## config.mk

```make
export PLATFORM = sky130hd
export DESIGN_NAME = analog_interface
export DESIGN_NICKNAME = d
export VERILOG_FILES = /design/src/rtl/analog_interface_pkg.sv /design/src/rtl/analog_interface_trig_detect.sv /design/src/rtl/analog_interface.sv
export SDC_FILE = /design/constraint.sdc
export NUM_CORES = 1
export LEC_CHECK = 0
export BUFFER_PORTS_ARGS = -buffer_cell sky130_fd_sc_hd__buf_4
export CAP_MARGIN = 20
export CORE_MARGIN = 1
export CORE_UTILIZATION = 42
export DETAILED_ROUTE_END_ITERATION = 6
export MAX_ROUTING_LAYER = met4
export PLACE_DENSITY = 0.7
export SYNTH_ARGS = -nofsm -noshare
export SYNTH_HDL_FRONTEND = slang
export SYNTH_SLANG_ARGS = --single-unit
```

## constraint.sdc

```tcl
create_clock -name clk -period 4 [get_ports clk]
set_clock_uncertainty 0.05 [all_clocks]
set_input_delay 0.2 -clock clk [delete_from_list [all_inputs] [get_ports clk]]
set_output_delay 0.2 -clock clk [all_outputs]
set_load 0.02 [all_outputs]
```

## src/rtl/analog_interface_pkg.sv

```systemverilog
// analog_interface_pkg: shared types and constants for the oscilloscope
// capture controller (state encoding, trig_cfg field layout, trigger modes).
package analog_interface_pkg;

    localparam int unsigned DEPTH        = 512;
    localparam int unsigned ADDR_W       = 9;
    localparam int unsigned AUTO_TIMEOUT = 65536;

    // trig_cfg field positions
    localparam int unsigned CFG_EDGE    = 4;
    localparam int unsigned CFG_MODE_HI = 3;
    localparam int unsigned CFG_MODE_LO = 2;
    localparam int unsigned CFG_SRC_HI  = 1;
    localparam int unsigned CFG_SRC_LO  = 0;

    typedef enum logic [1:0] {
        MODE_OFF     = 2'b00,
        MODE_NORMAL  = 2'b01,
        MODE_AUTO    = 2'b10,
        MODE_NORMAL2 = 2'b11
    } mode_t;

    typedef enum logic [2:0] {
        IDLE,
        FILL,
        ARMED,
        POST,
        DONE
    } state_t;

endpackage

```

## src/rtl/analog_interface_trig_detect.sv

```systemverilog
// trig_detect: selects the trigger comparator, synchronizes it into the clk
// domain with two flops and flags the configured edge for one clk.
module trig_detect
    import analog_interface_pkg::*;
(
    input  logic       clk,
    input  logic       rst,
    input  logic       trig1,
    input  logic       trig2,
    input  logic [1:0] src,
    input  logic       edge_rise,
    output logic       trig_evt
);

    logic sel;
    logic sync1;
    logic sync2;
    logic prev;

    // source 01 picks trig2, every other code falls back to trig1
    assign sel = (src == 2'b01) ? trig2 : trig1;

    // two-flop synchronizer followed by the edge history register
    always_ff @(posedge clk) begin
        if (rst) begin
            sync1 <= 1'b0;
            sync2 <= 1'b0;
            prev  <= 1'b0;
        end else begin
            sync1 <= sel;
            sync2 <= sync1;
            prev  <= sync2;
        end
    end

    assign trig_evt = edge_rise ? (sync2 & ~prev) : (~sync2 & prev);

endmodule

```

## src/rtl/analog_interface.sv

```systemverilog
// analog_interface: oscilloscope capture controller. Decimates the ADC sample
// strobe, writes samples into a circular 512-entry RAM, arms once pre-trigger
// history is full, captures trig_pos post-trigger samples and pulses
// set_cap_done. Define AUTO_TRIG_EN to let mode 10 force a trigger after
// AUTO_TIMEOUT sample ticks in ARMED.
module analog_interface
    import analog_interface_pkg::*;
(
    input  logic              clk,
    input  logic              rst,
    input  logic              adc_clk,
    input  logic              trig1,
    input  logic              trig2,
    input  logic [3:0]        decimator,
    input  logic [7:0]        trig_cfg,
    input  logic [ADDR_W-1:0] trig_pos,
    input  logic              trig_en,
    output logic              set_cap_done,
    output logic              en,
    output logic              we,
    output logic [ADDR_W-1:0] addr,
    output logic [ADDR_W-1:0] trace_end,
    output logic              armed,
    output logic              triggered
);

    state_t              state;
    state_t              state_nxt;
    mode_t               mode;
    logic                run_ok;
    logic                active;

    logic                prev_adc;
    logic                tick;
    logic [15:0]         dec_cnt;
    logic [3:0]          dec_lim;
    logic [15:0]         dec_mask;
    logic                wr_tick;

    logic [ADDR_W-1:0]   wptr;
    logic [ADDR_W:0]     cnt;
    logic [ADDR_W:0]     fill_target;
    logic [ADDR_W-1:0]   end_addr;

    logic                trig_evt;
    logic                auto_fire;
    logic                do_write;
    logic                done_now;
    logic                clr_cnt;
    logic                unused_cfg;

    assign unused_cfg = ^trig_cfg[7:5];

    assign mode   = mode_t'(trig_cfg[CFG_MODE_HI:CFG_MODE_LO]);
    assign run_ok = trig_en && (mode != MODE_OFF);
    assign active = (state == FILL) || (state == ARMED) || (state == POST);

    assign tick     = adc_clk & ~prev_adc;
    assign dec_mask = (16'd1 << dec_lim) - 16'd1;
    assign wr_tick  = tick && (dec_cnt == dec_mask);

    assign fill_target = (trig_pos == '0) ? 10'd512 : 10'd512 - {1'b0, trig_pos};
    assign end_addr    = (trig_pos == '0) ? wptr - 9'd1 : wptr;

    assign armed     = (state == ARMED);
    assign triggered = (state == POST);

    trig_detect u_trig_detect (
        .clk       (clk),
        .rst       (rst),
        .trig1     (trig1),
        .trig2     (trig2),
        .src       (trig_cfg[CFG_SRC_HI:CFG_SRC_LO]),
        .edge_rise (trig_cfg[CFG_EDGE]),
        .trig_evt  (trig_evt)
    );

`ifdef AUTO_TRIG_EN
    logic [16:0] auto_cnt;

    // sample ticks spent in ARMED without an accepted trigger
    always_ff @(posedge clk) begin
        if (rst || state != ARMED) begin
            auto_cnt <= '0;
        end else if (tick) begin
            auto_cnt <= auto_cnt + 17'd1;
        end
    end

    assign auto_fire = (state == ARMED) && (mode == MODE_AUTO) && tick &&
                       (auto_cnt == 17'(AUTO_TIMEOUT - 1));
`else
    assign auto_fire = 1'b0;
`endif

    // state register
    always_ff @(posedge clk) begin
        if (rst) begin
            state <= IDLE;
        end else begin
            state <= state_nxt;
        end
    end

    // next-state and per-cycle write/completion strobes
    always_comb begin
        state_nxt = state;
        do_write  = 1'b0;
        done_now  = 1'b0;
        clr_cnt   = 1'b0;
        case (state)
            IDLE: begin
                if (run_ok) begin
                    state_nxt = FILL;
                    clr_cnt   = 1'b1;
                end
            end
            FILL: begin
                if (!run_ok) begin
                    state_nxt = IDLE;
                end else if (wr_tick) begin
                    do_write = 1'b1;
                    if (cnt + 10'd1 == fill_target) begin
                        state_nxt = ARMED;
                    end
                end
            end
            ARMED: begin
                if (!run_ok) begin
                    state_nxt = IDLE;
                end else begin
                    do_write = wr_tick;
                    if (trig_evt || auto_fire) begin
                        state_nxt = POST;
                        clr_cnt   = 1'b1;
                    end
                end
            end
            POST: begin
                if (!run_ok) begin
                    state_nxt = IDLE;
                end else if (trig_pos == '0) begin
                    // no post-trigger samples: finish right away, no write
                    done_now  = 1'b1;
                    state_nxt = DONE;
                end else if (wr_tick) begin
                    do_write = 1'b1;
                    if (cnt + 10'd1 == {1'b0, trig_pos}) begin
                        done_now  = 1'b1;
                        state_nxt = DONE;
                    end
                end
            end
            DONE: begin
                if (!trig_en) begin
                    state_nxt = IDLE;
                end
            end
            default: state_nxt = IDLE;
        endcase
    end

    // sample tick, decimation, write pointer, RAM strobes and capture result
    always_ff @(posedge clk) begin
        if (rst) begin
            prev_adc     <= 1'b0;
            dec_cnt      <= '0;
            dec_lim      <= '0;
            wptr         <= '0;
            cnt          <= '0;
            en           <= 1'b0;
            we           <= 1'b0;
            addr         <= '0;
            trace_end    <= '0;
            set_cap_done <= 1'b0;
        end else begin
            prev_adc     <= adc_clk;
            en           <= do_write;
            we           <= do_write;
            set_cap_done <= done_now;

            if (do_write) begin
                addr <= wptr;
                wptr <= wptr + 9'd1;
            end

            if (done_now) begin
                trace_end <= end_addr;
            end

            // counter is reused: pre-trigger writes in FILL, post writes in POST
            if (clr_cnt) begin
                cnt <= '0;
            end else if (do_write) begin
                cnt <= cnt + 10'd1;
            end

            // decimator is sampled only when the counter clears
            if (!active) begin
                dec_cnt <= '0;
                dec_lim <= decimator;
            end else if (tick) begin
                if (dec_cnt == dec_mask) begin
                    dec_cnt <= '0;
                    dec_lim <= decimator;
                end else begin
                    dec_cnt <= dec_cnt + 16'd1;
                end
            end
        end
    end

endmodule

```

### Yosys cells after proc, flatten, opt, wreduce, memory -nomap -nowiden

Index checks and enable logic that the tools add are counted.

| cells by class | value |
|---|---|
| add/sub/neg operators | 6 |
| equality and inequality tests | 17 |
| shifts and indexed selects | 1 |
| multiplexer cells | 35 |
| bitwise logic cells | 7 |
| reductions and logical operators | 11 |

Operator list:

| operator | number |
|---|---|
| $mux W3 | 11 |
| $add A16 B1 Y16 const B | 1 |
| $eq A16 B16 Y1 | 1 |
| $mux W16 | 1 |
| $shl A1 B4 Y16 const A | 1 |
| $sub A16 B1 Y16 const B | 1 |
| $mux W1 | 15 |
| $pmux W3 S5 | 1 |
| $mux W4 | 3 |
| $add A10 B1 Y10 const B | 1 |
| $eq A10 B10 Y1 | 1 |
| $eq A10 B9 Y1 | 1 |
| $mux W10 | 1 |
| $sub A10 B9 Y10 const A | 1 |
| $add A9 B1 Y9 const B | 1 |
| $logic_not A9 Y1 | 1 |
| $mux W9 | 1 |
| $sub A9 B1 Y9 const B | 1 |
| $ne A4 B2 Y1 const B | 2 |
| $reduce_and A7 Y1 | 1 |
| $eq A3 B2 Y1 const B | 2 |
| $ne A3 B2 Y1 const B | 2 |
| $ne A2 B1 Y1 const B | 2 |
| $ne A2 B2 Y1 const B | 2 |
| other kinds (14) | 22 |

| storage, ports and cells | value |
|---|---|
| register bits | 66 |
| input port bits | 27 |
| output and inout port bits | 23 |
| word-level logic and storage cells | 90 |

### Depth between registers and ports, before layout

| depth | value |
|---|---|
| word-level depth | 8 |
| mapped depth | 18 |

### Cells and area by module

Synthesis repeated with hierarchy kept, for this count alone.

| second synthesis, totals | value |
|---|---|
| cell total of the unflattened synthesis | 599 |
| area total of the unflattened synthesis | 4601.9 um^2 |

Modules (own cells, without submodules):

| module | times used | cells each | area each (um^2) | seq. area each (um^2) |
|---|---|---|---|---|
| analog_interface | 1 | 587 | 4474.3 | 1261.2 |
| trig_detect | 1 | 12 | 127.6 | 60.1 |

### Worst setup path after synthesis

OpenSTA, ideal clock, no wires.

| timing path | value |
|---|---|
| kind | register -> register |
| start | register dec_lim[2] |
| end | register trace_end[2] |
| library setup time | 0.121 ns |
| arrival | 3.222 ns |
| slack | 0.607 ns |
| cell stages (with the launch flop) | 14 |
| cell sequence | dfxtp_1 -> buf_4 -> or4_1 -> ha_1 -> buf_4 -> buf_6 -> buf_2 -> a31oi_1 -> a41oi_1 -> nor4_2 -> nand4_1 -> o21a_1 -> buf_6 -> mux2_4 |

| between the ends | value |
|---|---|
| cells in the longest elaborated chain, start to end | 8 |

RTL lines:

| item | RTL line | RTL |
|---|---|---|
| from (decl) | analog_interface.sv:36 | `logic [3:0] dec_lim;` |
| from (signal assigned) | analog_interface.sv:201 | `dec_lim <= decimator;` |
| from (signal assigned) | analog_interface.sv:205 | `dec_lim <= decimator;` |
| $shl A1 B4 Y16 | analog_interface.sv:59 | `assign dec_mask = (16'd1 << dec_lim) - 16'd1;` |
| $sub A16 B1 Y16 | analog_interface.sv:59 |  |
| $eq A16 B16 Y1 | analog_interface.sv:60 | `assign wr_tick = tick && (dec_cnt == dec_mask);` |
| $logic_and A1 B1 Y1 | analog_interface.sv:60 |  |
| $mux W1 | analog_interface.sv:146 | `end else if (wr_tick) begin` |
| $mux W1 | analog_interface.sv:142 | `end else if (trig_pos == '0) begin` |
| $mux W1 | analog_interface.sv:140 | `if (!run_ok) begin` |
| $mux W1 | analog_interface.sv:111 | `case (state)` |
| to (signal assigned) | analog_interface.sv:188 | `trace_end <= end_addr;` |
| to (decl) | analog_interface.sv:22 | `output logic [ADDR_W-1:0] trace_end,` |

Every way passes these cells.
A chain may end at the register's enable or synchronous reset.

### Final worst setup path

| timing path | value |
|---|---|
| start | register dec_lim[0] |
| end | register wptr[7] |

| between the ends | value |
|---|---|
| cells in the longest elaborated chain, start to end | 8 |

RTL lines:

| item | RTL line | RTL |
|---|---|---|
| $shl A1 B4 Y16 (*) | analog_interface.sv:59 |  |
| $sub A16 B1 Y16 (*) | analog_interface.sv:59 |  |
| $eq A16 B16 Y1 (*) | analog_interface.sv:60 |  |
| $logic_and A1 B1 Y1 (*) | analog_interface.sv:60 |  |
| $mux W1 | analog_interface.sv:121, analog_interface.sv:146 |  |
| $mux W1 | analog_interface.sv:142 |  |
| $mux W1 | analog_interface.sv:140 |  |
| $pmux W1 S3 (*) | analog_interface.sv:111 |  |
| to (signal assigned) | analog_interface.sv:184 | `wptr <= wptr + 9'd1;` |
| to (decl) | analog_interface.sv:40 | `logic [ADDR_W-1:0] wptr;` |

Mark *: on every way between the ends. The rest lies on a longest branch, timed or not.

==> flow_summary_export.csv <==
group,metric,value,unit
power_and_ir_drop,power.internal,0.00126,W
timing,maxSlewHeadroom,40.8,%
worst_hold_path,min_from,"trig1",
clocking,numCtsBuffers,9,
placed_design,dpl.hpwl,8430,um
layout,finalNonFillerCells,760,
power_and_ir_drop,netSwitchingPower,0.000477,W
layout,drive_gt1_share,17.6,%
floorplan,num_rows,38,
synth,synth_xor_xnor_area_share,11.1,%
global_route,first_global_vias,4074,
power_and_ir_drop,p_leak,1.98,nW
power_and_ir_drop,pwr-share-seq,38.8,%
worst_hold_path,hold_path_end,"u_trig_detect.sync1$_SDFF_PP0_",
floorplan,ioPinCount,50,
clocking,htreeDepth,3,
layout,nFillCells,1057,
layout,syn_to_final_growth,13.3,%
clocking,ctsHoldBuffers,0,
timing,drv_slew,0,
placed_design,place_congestion,0.852,
run_status,status,"finished, final reports clean",
global_route,grt_overflow,0,
worst_setup_path,crit_fanout,18,
worst_setup_path,start_kind,"flop",
worst_setup_path,cp-end-kind,"flop",
run,cap_violations,0,
timing,tightest_slew,887,ps
timing,timing.final.crit_share,92.8,%
power_and_ir_drop,power,0.00173,W
worst_setup_path,critPathMostFrequentCell,"buf_4",
clocking,cts-root-buf,"clkbuf_16",
worst_setup_path,crit_buf_inv,2,
timing,setup_slack,286,ps
synth,async_flop_share,0,%
worst_setup_path,rrSetupSlack,290,ps
synth,synth.distinct_cells,71,
clocking,insertion_delay,340,ps
worst_setup_path,crit_path_top_delay_cell,"or4_1",
power_and_ir_drop,power_density,322,mW/mm^2
drt,first_pass_iters,6,
timing,setup_violations,0,
synth,synth_seq_cells,66,
worst_setup_path,r2r_start,"dec_lim[0]$_SDFFE_PP0P_",
power_and_ir_drop,vdd_drop_max,0.194,mV
worst_hold_path,hold_class,"primary input to flop",
power_and_ir_drop,power_frac_clock,44.4,%
worst_setup_path,path_class,"flop to flop",
timing,hold_viol,0,
timing,max_freq,269,MHz
synth,yosysWarningCount,0,
drt,wire_per_inst,15.3,um
timing,period_minus_slack,3710,ps
clocking,path_clk_slew,60,ps
worst_setup_path,crit_required,4170,ps
layout,num-nets-final,650,
synth,synth_nets,633,
drt,drt_iter0_drc,351,
synth,ys.flop_type,"dfxtp_1",
synth,synthCells,599,
floorplan,initial_core_util,43.4,%
global_route,gr-usage-all-layers,21.6,%
drt,via_count,4380,
synth,muxShareOfSynthArea,4.29,%
synth,synth_seq_area_share,27.8,%
worst_setup_path,cp.arrival,3880,ps
synth,synth_top_family_by_area,"simple AND/OR/NAND/NOR gates",
power_and_ir_drop,switching_share,27.5,%
floorplan,die_x,108,um
power_and_ir_drop,combPwrFrac,16.9,%
layout,seq_area,0.00132,mm^2
worst_setup_path,r2r_end,"wptr[7]$_SDFFE_PP0P_",
synth,synthAdderAreaFrac,1.84,%
worst_setup_path,path_cells,"or4_1, ha_1, buf_4, buf_4, o311ai_1, a22oi_1, nor4_2, nand4_4, nor4_1, mux2_1",
synth,synth_edf_count,0,
layout,antenna_cells,0,
floorplan,dieArea,0.0117,mm^2
clocking,cts.path.max_buffers,2,
global_route,grt_max_degree,62,
worst_setup_path,crit_family,"simple AND/OR/NAND/NOR gates",
timing,timing.setup.tns,0,ps
drt,drcViolationCount,0,
synth,synth_compound_area_share,17.5,%
layout,utilization,49.2,%
synth,syn_area,0.00475,mm^2
placed_design,dp.cells,745,
placed_design,dp_slack,259,ps
placed_design,portBuffers,46,
drt,ant_nets,0,
worst_setup_path,cp_slowest_stage_delay,570,ps
layout,multi_input_area,0.00309,mm^2
clocking,clock-sinks,66,
timing,rsz0062_at_grt,"no",
floorplan,core,0.0109,mm^2
global_route,grt_pass1_wl,19600,um
synth,syn-mean-instance-area,7.93,um^2
floorplan,die_h,108,um
synth,synthSimpleGateAreaFrac,30.2,%
worst_setup_path,r2r_cells,10,
global_route,antenna_found_initial,0,
drt,wl,11600,um
drt,viasPerCell,5.76,
worst_hold_path,hold_path_depth,3,
clocking,tritoncts,"yes",
[metal layers]
| layer | GRT usage (%) | part of all wire, % |
|---|---|---|
| met1 | 28.1 | 47 |
| met4 | 6.08 | 0.98 |
| met3 | 4.40 | 4.7 |
| met5 | - | 0 |
| met2 | 33.9 | 47 |
[placed cells by master, fill, tap and decap left out, types with 22 or more instances in the layout]
cell,count
dfxtp_1,66
o21ai_0,25
nand3_1,37
xor2_1,22
buf_4,60
nor2_1,66
a21oi_1,35
nor2b_1,23
nor3_1,24
xnor2_1,31
nand2_1,34
[registers in the layout, summed over array words and instances, names as in the netlist, 3 cells and up]
register and count:
addr 9, trace_end 9, dec_cnt 16, dec_lim 4, state 3, cnt 10
wptr 9
[final cells by class]
class | count | share of cell area [%]
repair buffers | 60 | 8.37
flip-flops and latches | 66 | 24.6
well taps | 140 | 3.26
multi-input cells | 463 | 57.4
inverters | 16 | 1.12
clock buffers | 9 | 4.19
clock inverters | 6 | 1.09
[worst max-delay path by stage]
stage                                  startpoint  depth (start not counted)                   endpoint
after floorplan           dec_lim[2]$_SDFFE_PP0P_                         13  trace_end[2]$_SDFFE_PP0P_
after global placement    dec_lim[0]$_SDFFE_PP0P_                         10  trace_end[0]$_SDFFE_PP0P_
after detailed placement  dec_lim[0]$_SDFFE_PP0P_                         10  trace_end[0]$_SDFFE_PP0P_
after CTS                 dec_lim[0]$_SDFFE_PP0P_                         10  trace_end[0]$_SDFFE_PP0P_
after global routing      dec_lim[1]$_SDFFE_PP0P_                         12       wptr[7]$_SDFFE_PP0P_
final                     dec_lim[0]$_SDFFE_PP0P_                         10       wptr[7]$_SDFFE_PP0P_
[cells in the mapped netlist (3+ instances only)]
| master | number | share of area, % |
|---|---|---|
| nor2_1 | 66 | 5.2 |
| and3_1 | 8 | 1.1 |
| inv_1 | 14 | 1.1 |
| or4_1 | 3 | 0.47 |
| or2_2 | 4 | 0.53 |
| nor2b_1 | 23 | 3.0 |
| xor2_1 | 22 | 4.1 |
| o21a_1 | 4 | 0.63 |
| a21o_1 | 3 | 0.47 |
| nand3_1 | 37 | 3.9 |
| mux2_4 | 7 | 2.2 |
| ha_1 | 7 | 1.8 |
| buf_4 | 8 | 1.3 |
| a311oi_1 | 6 | 1.1 |
| a21oi_1 | 35 | 3.7 |
| buf_2 | 7 | 0.74 |
| clkbuf_1 | 33 | 2.6 |
| nor4_1 | 7 | 0.92 |
| a2111oi_0 | 3 | 0.55 |
| nand2b_1 | 9 | 1.2 |
| or3_1 | 8 | 1.1 |
| and4_1 | 3 | 0.55 |
| o21ai_0 | 25 | 2.6 |
| mux2_1 | 7 | 1.7 |
| nor4b_1 | 3 | 0.55 |
| nor3_1 | 24 | 2.5 |
| a31o_2 | 5 | 0.92 |
| xnor2_1 | 31 | 5.7 |
| a31oi_1 | 5 | 0.66 |
| nand4_1 | 13 | 1.7 |
| a31o_1 | 5 | 0.92 |
| nand2_1 | 34 | 2.7 |
| nor3b_1 | 4 | 0.63 |
| a211oi_1 | 4 | 0.63 |
| buf_6 | 6 | 1.4 |
| dfxtp_1 | 66 | 28 |
[worst reg2reg max path, cell delays in order (launching register included)]
cell	delay (ps)
dfxtp_1	310
or4_1	570
ha_1	330
buf_4	230
buf_4	160
o311ai_1	280
a22oi_1	170
nor4_2	440
nand4_4	290
nor4_1	410
mux2_1	360
[power by group through the flow]
stage | logic, W | clock network [W] | registers, W
6_report | 0.000292 | 0.000769 | 0.000672
5_1_grt | 0.000321 | 0.000809 | 0.000673
4_1_cts | 0.000289 | 0.000777 | 0.000671
3_5_place_dp | 0.000287 | 0 | 0.000686
3_3_place_gp | 0.000278 | 0 | 0.000685
2_1_floorplan | 0.000228 | 0 | 0.000684
[per-stage QoR]
step	hold slack (ps)	area [um^2]
4_1_cts	42.1	5370
3_5_place_dp	381	5090
5_1_grt	73.8	5380
6_report	45.4	5380
3_3_place_gp	364	5090
2_1_floorplan	278	4750
[logic make-up (layout without fill, tap and decap cells)]
logic type,Yosys count,in the layout
AO/OA/AOI/OAI,121,121
XOR/XNOR,56,56
adder cells (fa/ha/maj),7,7
buffers and inverters,70,91
flip-flops,66,66
multiplexers,16,16
AND/OR/NAND/NOR,263,263
[repair_timing]
action | 4_1_cts | 5_1_grt
gates resized for setup | 0 | 2
endpoints found under the setup margin | 0 | 9
setup buffers | 0 | 0
hold endpoints to repair | 0 | 0
Power figures use the tool's default switching activity.
